--- config.mk ---
export PLATFORM = sky130hd
export DESIGN_NAME = sync_fifo_v2
export DESIGN_NICKNAME = d
export VERILOG_FILES = /design/src/rtl/fifo_pkg.sv /design/src/rtl/fifo_mem.sv /design/src/rtl/sync_fifo_v2.sv
export SDC_FILE = /design/constraint.sdc
export NUM_CORES = 1
export LEC_CHECK = 0
export CAP_MARGIN = 20
export CORE_UTILIZATION = 48
export DETAILED_ROUTE_END_ITERATION = 8
export GPL_ROUTABILITY_DRIVEN = 0
export PLACE_DENSITY = 0.68
export SYNTH_ARGS = -nofsm -noshare
export SYNTH_HDL_FRONTEND = slang
export SYNTH_HIERARCHICAL = 1
export SYNTH_SLANG_ARGS = --single-unit
--- constraint.sdc ---
create_clock -name clk_i -period 5.5 [get_ports clk_i]
set_input_delay 1.1 -clock clk_i [delete_from_list [all_inputs] [get_ports clk_i]]
set_output_delay 1.1 -clock clk_i [all_outputs]
set_load 0.02 [all_outputs]
--- src/rtl/fifo_pkg.sv ---
// Shared definitions for the parametrised FIFO: read-mode encoding and count sizing.
package fifo_pkg;

    typedef enum logic {
        FIFO_REG  = 1'b0,
        FIFO_FWFT = 1'b1
    } read_mode_e;

    // Bits needed to hold an occupancy in the closed range [0, depth].
    function automatic int cnt_w(input int depth);
        return $clog2(depth + 1);
    endfunction

endpackage

--- src/rtl/fifo_mem.sv ---
// DEPTH x DATA_WIDTH storage: synchronous write port, combinational read port.
module fifo_mem #(
    parameter int DATA_WIDTH = 4,
    parameter int DEPTH      = 8,
    parameter int AW         = $clog2(DEPTH)
) (
    input  logic                  clk_i,
    input  logic                  wr_en_i,
    input  logic [AW-1:0]         wr_addr_i,
    input  logic [DATA_WIDTH-1:0] wr_data_i,
    input  logic [AW-1:0]         rd_addr_i,
    output logic [DATA_WIDTH-1:0] rd_data_o
);

    logic [DATA_WIDTH-1:0] mem [DEPTH];

    // Contents are deliberately left unreset; occupancy tracking makes stale words invisible.
    always_ff @(posedge clk_i) begin
        if (wr_en_i) begin
            mem[wr_addr_i] <= wr_data_i;
        end
    end

    assign rd_data_o = mem[rd_addr_i];

endmodule

--- src/rtl/sync_fifo_v2.sv ---
// Single-clock FIFO of arbitrary depth with exact count, threshold flags,
// selectable registered / fall-through read, sticky error flags and flush.
module sync_fifo_v2
    import fifo_pkg::*;
#(
    parameter int DATA_WIDTH = 4,
    parameter int DEPTH      = 8,
    parameter int AF_LEVEL   = 6,
    parameter int AE_LEVEL   = 1,
    parameter int FWFT       = 0
) (
    input  logic                      clk_i,
    input  logic                      rst_i,
    input  logic                      clr_i,
    input  logic                      wr_en_i,
    input  logic [DATA_WIDTH-1:0]     wr_data_i,
    input  logic                      rd_en_i,
    output logic [DATA_WIDTH-1:0]     rd_data_o,
    output logic                      rd_valid_o,
    output logic                      full_o,
    output logic                      empty_o,
    output logic                      almost_full_o,
    output logic                      almost_empty_o,
    output logic [cnt_w(DEPTH)-1:0]   count_o,
    output logic                      overflow_o,
    output logic                      underflow_o
);

    localparam int         CW   = cnt_w(DEPTH);
    localparam int         AW   = $clog2(DEPTH);
    localparam read_mode_e MODE = (FWFT != 0) ? FIFO_FWFT : FIFO_REG;

    generate
        if (DEPTH < 2) begin : g_bad_depth
            $error("sync_fifo_v2: DEPTH must be at least 2");
        end
        if (AF_LEVEL > DEPTH) begin : g_bad_af
            $error("sync_fifo_v2: AF_LEVEL must not exceed DEPTH");
        end
    endgenerate

    logic [AW-1:0]         wr_ptr;
    logic [AW-1:0]         rd_ptr;
    logic [CW-1:0]         count;
    logic                  pop_acc;
    logic                  push_acc;
    logic [DATA_WIDTH-1:0] mem_rd;
    logic [DATA_WIDTH-1:0] rd_data_p1;
    logic                  vld_p1;
    logic                  ovf_q;
    logic                  unf_q;

    assign empty_o        = (count == '0);
    assign full_o         = (count == CW'(DEPTH));
    assign almost_full_o  = (count >= CW'(AF_LEVEL));
    assign almost_empty_o = (count <= CW'(AE_LEVEL));
    assign count_o        = count;
    assign overflow_o     = ovf_q;
    assign underflow_o    = unf_q;

    // A pop frees a slot in the same edge, so a full FIFO can still take a push alongside it.
    assign pop_acc  = rd_en_i & ~empty_o;
    assign push_acc = wr_en_i & (~full_o | pop_acc);

    fifo_mem #(
        .DATA_WIDTH (DATA_WIDTH),
        .DEPTH      (DEPTH),
        .AW         (AW)
    ) u_mem (
        .clk_i     (clk_i),
        .wr_en_i   (push_acc & ~clr_i),
        .wr_addr_i (wr_ptr),
        .wr_data_i (wr_data_i),
        .rd_addr_i (rd_ptr),
        .rd_data_o (mem_rd)
    );

    function automatic logic [AW-1:0] ptr_next(input logic [AW-1:0] ptr);
        return (ptr == AW'(DEPTH - 1)) ? '0 : ptr + 1'b1;
    endfunction

    always_ff @(posedge clk_i or posedge rst_i) begin
        if (rst_i) begin
            wr_ptr <= '0;
            rd_ptr <= '0;
            count  <= '0;
            ovf_q  <= 1'b0;
            unf_q  <= 1'b0;
        end else if (clr_i) begin
            wr_ptr <= '0;
            rd_ptr <= '0;
            count  <= '0;
            ovf_q  <= 1'b0;
            unf_q  <= 1'b0;
        end else begin
            if (push_acc) wr_ptr <= ptr_next(wr_ptr);
            if (pop_acc)  rd_ptr <= ptr_next(rd_ptr);
            if (push_acc && !pop_acc)      count <= count + 1'b1;
            else if (pop_acc && !push_acc) count <= count - 1'b1;
            if (wr_en_i && !push_acc) ovf_q <= 1'b1;
            if (rd_en_i && empty_o)   unf_q <= 1'b1;
        end
    end

    // ---- read stage p1: registered output word and its valid ----
    always_ff @(posedge clk_i or posedge rst_i) begin
        if (rst_i) begin
            rd_data_p1 <= '0;
            vld_p1     <= 1'b0;
        end else if (clr_i) begin
            rd_data_p1 <= '0;
            vld_p1     <= 1'b0;
        end else begin
            vld_p1 <= pop_acc;
            if (pop_acc) rd_data_p1 <= mem_rd;
        end
    end

    assign rd_data_o  = (MODE == FIFO_FWFT) ? mem_rd   : rd_data_p1;
    assign rd_valid_o = (MODE == FIFO_FWFT) ? ~empty_o : vld_p1;

endmodule

# Word level (Yosys, flattened, before mapping)

Memory sizes are Yosys's and may differ from the RTL's.
Cells that the tools add are included.
Widths: inputs -> output; s select.

Word-level logic and storage cells: 54
Bits of input ports: 9
Memories kept: 1
Bits in writable memories: 32
Output and inout bits: 15
Register bits: 17

Memory list:

| memory    | words | width | rd ports | clocked after Yosys merged registers in | write ports | RTL line       | RTL |
|---|---|---|---|---|---|---|---|
| u_mem.mem | 8     | 4     | 1        | 0                                       | 1           | fifo_mem.sv:15 | `logic [DATA_WIDTH-1:0] mem [DEPTH];` |

$lt $le $gt $ge: 2
Bitwise operators: 7
Equal/unequal tests: 3
Multiplexer cells: 18
Reduce and logical (&&, ||, !) cells: 12
$add $sub $neg: 4

Operator list:

| kind                | number |
|---|---|
| $mux 4              | 5 |
| $mux 3              | 6 |
| $reduce_bool 2->1   | 4 |
| $mux 1              | 7 |
| $add 3x1->3 const B | 2 |
| $eq 3x3->1 const B  | 2 |
| $add 4x1->4 const B | 1 |
| $eq 4x4->1 const B  | 1 |
| $ge 4x3->1 const B  | 1 |
| $le 4x1->1 const B  | 1 |
| $logic_and 1x1->1   | 4 |
| $logic_not 4->1     | 1 |
| $sub 4x1->4 const B | 1 |
| $and 1x1->1         | 3 |
| $not 1->1           | 3 |
| $reduce_bool 3->1   | 1 |
| $logic_not 1->1     | 2 |
| $or 1x1->1          | 1 |

# Longest topological paths before layout

Word-level depth: 10
Depth in mapped cells: 8
Mapped depth without buffers: 7

# Hierarchy

The synthesis kept the hierarchy.

By module, submodules not included:

| module       | times used | cells an instance | area an instance (um^2) | seq. area each (um^2) |
|---|---|---|---|---|
| fifo_mem     | 1          | 59                | 1290.0                  | 960.9 |
| sync_fifo_v2 | 1          | 110               | 1052.3                  | 425.4 |

# Worst setup path after synthesis

No wires, ideal clock.

Path type: in2reg
Start: input clr_i
End: memory u_mem.mem[0][0] (enable)
Path slack: 3.076 ns
Stages on the path: 5
Arrival time: 2.062 ns
Data required time: 5.139 ns
Cell sequence: clkbuf_1 clkbuf_1 nor2_1 nand2b_1 nor3_1

Cells in the longest elaborated chain, start to end: 4

RTL lines:

| what                         | RTL line           | RTL |
|---|---|---|
| start: declaration           | sync_fifo_v2.sv:14 | `input logic clr_i,` |
| $not 1->1                    | sync_fifo_v2.sv:71 | `.wr_en_i (push_acc & ~clr_i),` |
| $and 1x1->1                  | sync_fifo_v2.sv:71 |  |
| $mux 1                       | fifo_mem.sv:19     | `if (wr_en_i) begin` |
| $mux 1 (implied by the code) | fifo_mem.sv:20     | `mem[wr_addr_i] <= wr_data_i;` |
| end: declaration             | fifo_mem.sv:15     |  |

Every way passes these cells.

# Final worst setup path

Start: register count[1], in the netlist count_o[1]
End: output full_o

Cells in the longest elaborated chain, start to end: 1

RTL lines:

| what                     | RTL line           | RTL |
|---|---|---|
| start: declaration       | sync_fifo_v2.sv:44 | `logic [CW-1:0] count;` |
| start signal: assignment | sync_fifo_v2.sv:98 | `if (push_acc && !pop_acc) count <= count + 1'b1;` |
| start signal: assignment | sync_fifo_v2.sv:99 | `else if (pop_acc && !push_acc) count <= count - 1'b1;` |
| $eq 4x4->1               | sync_fifo_v2.sv:54 | `assign full_o = (count == CW'(DEPTH));` |
| end: declaration         | sync_fifo_v2.sv:20 | `output logic full_o,` |

Every way passes these cells.

==> results.md <==
* DP HPWL at 3.06 mm
* Seq/Total Area, Yosys at 0.592
* Power density over the cells at 432 nW/µm²
* CTS Hold Bufs at 0
* CTS max path bufs at 2
* Total CTS buffers at 5
* Max-Slew Margin vs Limit at 0.521
* CP Class: flop to primary output
* Gate count after technology mapping at ~170
* Diode count at 0
* I/O Buffers at 23
* Worst EP required at 4.40 ns
* First-pass GRT wire length at 6.96 mm
* Final Net Count at 210
* Fin. max-slew vios at 0
* H-Tree Depth at 2
* Placed instance area at around 2600 µm²
* Worst Hold Class: flop to flop
* R2R setup slack at 2.98 ns
* Die X at between 70 and 80 µm
* Skew-Pair Late Insertion Delay at 0.29 ns
* Fin Hold WS at about 0.51 ns
* Clock transition at path regs at 0.10 ns
* Crit-path cells: inv_1, ha_1, and3b_1, clkdlybuf4s50_1
* Final number of setup-violating endpoints at 0
* Number of cell rows at 25
* Layout area overhead at 16.1%
* Vias in the first global route at 1402
* Top_reg_cell synth: edfxtp_1
* Least-Margin Pin Slew at about 0.72 ns
* Cell variety after synth at 34
* Post-Route Skew at ~0.012 ns
* Critical-path top delay cell: clkdlybuf4s50_1
* Final period utilization at 0.586
* Core area at 4720 µm²
* Avg Synthesized Cell Area at 13.9 µm²
* Fraction of layout cells with a size suffix above 1 at 0.0933
* Die ar. at between 5000 and 6000 µm²
* Status: complete, no violations
* Largest net degree at the start of global routing at 22
* Setup TNS at 0 ns
* RSZ-0062 raised after global routing: no
* Static Leak at approximately 1.1 nW
* Mapped Area at 2340 µm²
* Total grt overflow at 0
* VDD IR max at a little under 200 µV
* Residual DRC at 0
* Multi-input logic area at 883 µm²
* Register area at between 1000 and 1500 µm²
* Ys async rst share at 0.347
* Final Hold Viols at 0
* Max_cap viols at 0
* Max stage delay on crit path at 0.65 ns
* Max Clk Rate at 310 MHz
* Post_cts resized at 0
* Post-route ant nets at 0
* Initial DRC count at 100
* CTS tree: yes
* Final wirelength at about 4.3 mm
* Post-route cell area at about 2700 µm²
* Crit start category: flop
* Clk sinks at 49
* Crit path DAT at 2.13 ns
* CP Capture Type: primary output
* Io pins at 24
* Final min period at 3.23 ns
* First-pass detailed-route iteration total at 5
* Fill cells at approximately 390
* Post-CTS Setup Bufs at 0
* Drt wl/cell at around 16 µm
* Met2 Wirelength at approximately 2.1 mm
* DR vias/cell at 5.49
* Met3 wire length at approximately 120 µm
* CP delay by family, top: buffers and inverters
* Starting Density at 0.496
* Total GRT Usage at 0.180
* Yosys warns at 6
* Initial antenna violation count at 0
* #FFs+latches synth at 49
* Worst path bufs/invs at 2
* CTS root buf: clkbuf_8
* Critical path fanouts, max at 8
* EDFF count, synth at 32
* Nets in the synthesized netlist at 187
* Post-Route M1 WL at 2.00 mm
* Top Layer Used: met4
* Die Height at 71.9 µm
* Via count at 1427
-- registers in the layout, summed over array words and instances (netlist names) --
signal and flops:
count_o 4, overflow_o 1, rd_data_o 4, rd_ptr 3
rd_valid_o 1, u_mem/mem 32, underflow_o 1, wr_ptr 3
-- cell usage after synthesis, types with 2 or more instances --
cell type,instances,area share
xor2_1,2,0.0075
clkbuf_1,3,0.0048
or4_1,2,0.0064
mux4_1,8,0.090
nand3_1,3,0.0064
mux2i_1,9,0.038
edfxtp_1,32,0.41
mux2_2,4,0.019
nand2_1,8,0.013
a21oi_1,5,0.011
o21ai_0,2,0.0043
buf_6,3,0.014
nor3_1,4,0.0085
nor2_1,28,0.045
inv_1,6,0.0096
dfrtp_1,17,0.18
ha_1,9,0.048
or3_1,4,0.011
nand2b_1,5,0.013
-- area by class of cell --
cell class,count,area share
clock buffer,5,0.0253
clock inverter,3,0.0161
inverter,6,0.00828
multi-input combinational,107,0.325
sequential,49,0.510
tap,67,0.0308
timing repair buffer,23,0.0847
-- through the flow --
step / util / total power, mW / setup slack, ns / std cells
2_1_floorplan: - / 0.784 / 3.08 / 169
3_3_place_gp: 0.552 / 0.907 / 2.45 / 252
3_5_place_dp: 0.552 / 0.928 / 2.31 / 252
4_1_cts: 0.576 / 1.18 / 2.27 / 260
5_1_grt: 0.576 / 1.23 / 2.17 / 260
6_report: 0.576 / 1.17 / 2.27 / 260
-- worst min-delay path, delay by kind of cell, from the launching register on --
family	cells	cell delay [ns]
flops	1	0.36
simple gates	1	0.07
compound gates	1	0.05
-- layout by cell type (no fill, tap or decap), types with 6 or more instances in the layout --
cell / synthesis / final
clkdlybuf4s50_1: 0 / 23
dfrtp_1: 17 / 17
mux4_1: 8 / 8
nand2_1: 8 / 8
mux2i_1: 9 / 9
inv_1: 6 / 6
edfxtp_1: 32 / 32
nor2_1: 28 / 28
ha_1: 9 / 9
-- routing by layer --
| metal | GRT usage | up-vias |
|---|---|---|
| li1 | - | 667 |
| met1 | 0.259 | 722 |
| met2 | 0.288 | 33 |
| met3 | 0.0295 | 5 |
| met4 | 0.0436 | 0 |
| met5 | 0 | - |
-- where the power goes --
part	internal (mW)	switching (mW)	total, mW
registers	0.429	0.0591	0.488
logic	0.209	0.221	0.430
clock network	0.136	0.120	0.256
total	0.774	0.399	1.17
-- cells by family after synthesis --
group,Yosys count,share of synthesized area
AO/OA/AOI/OAI,14,0.0459
XOR/XNOR,2,0.00748
adder cells (fa/ha/maj),9,0.0481
buffers and inverters,13,0.0310
flip-flops,49,0.592
multiplexers,21,0.147
AND/OR/NAND/NOR,61,0.128
-- final timing paths --
path                            startpoint               to  cells past startpoint
worst max-delay path            count_o[1]           full_o                      4
worst min-delay path            overflow_o       overflow_o                      2
worst max register to register  count_o[1]  u_mem/mem[0][0]                      7
worst min register to register  overflow_o       overflow_o                      2
max in group asynchronous            rst_i        wr_ptr[2]                      2
min in group asynchronous            rst_i       count_o[1]                      2
Power figures use the tool's default switching activity.
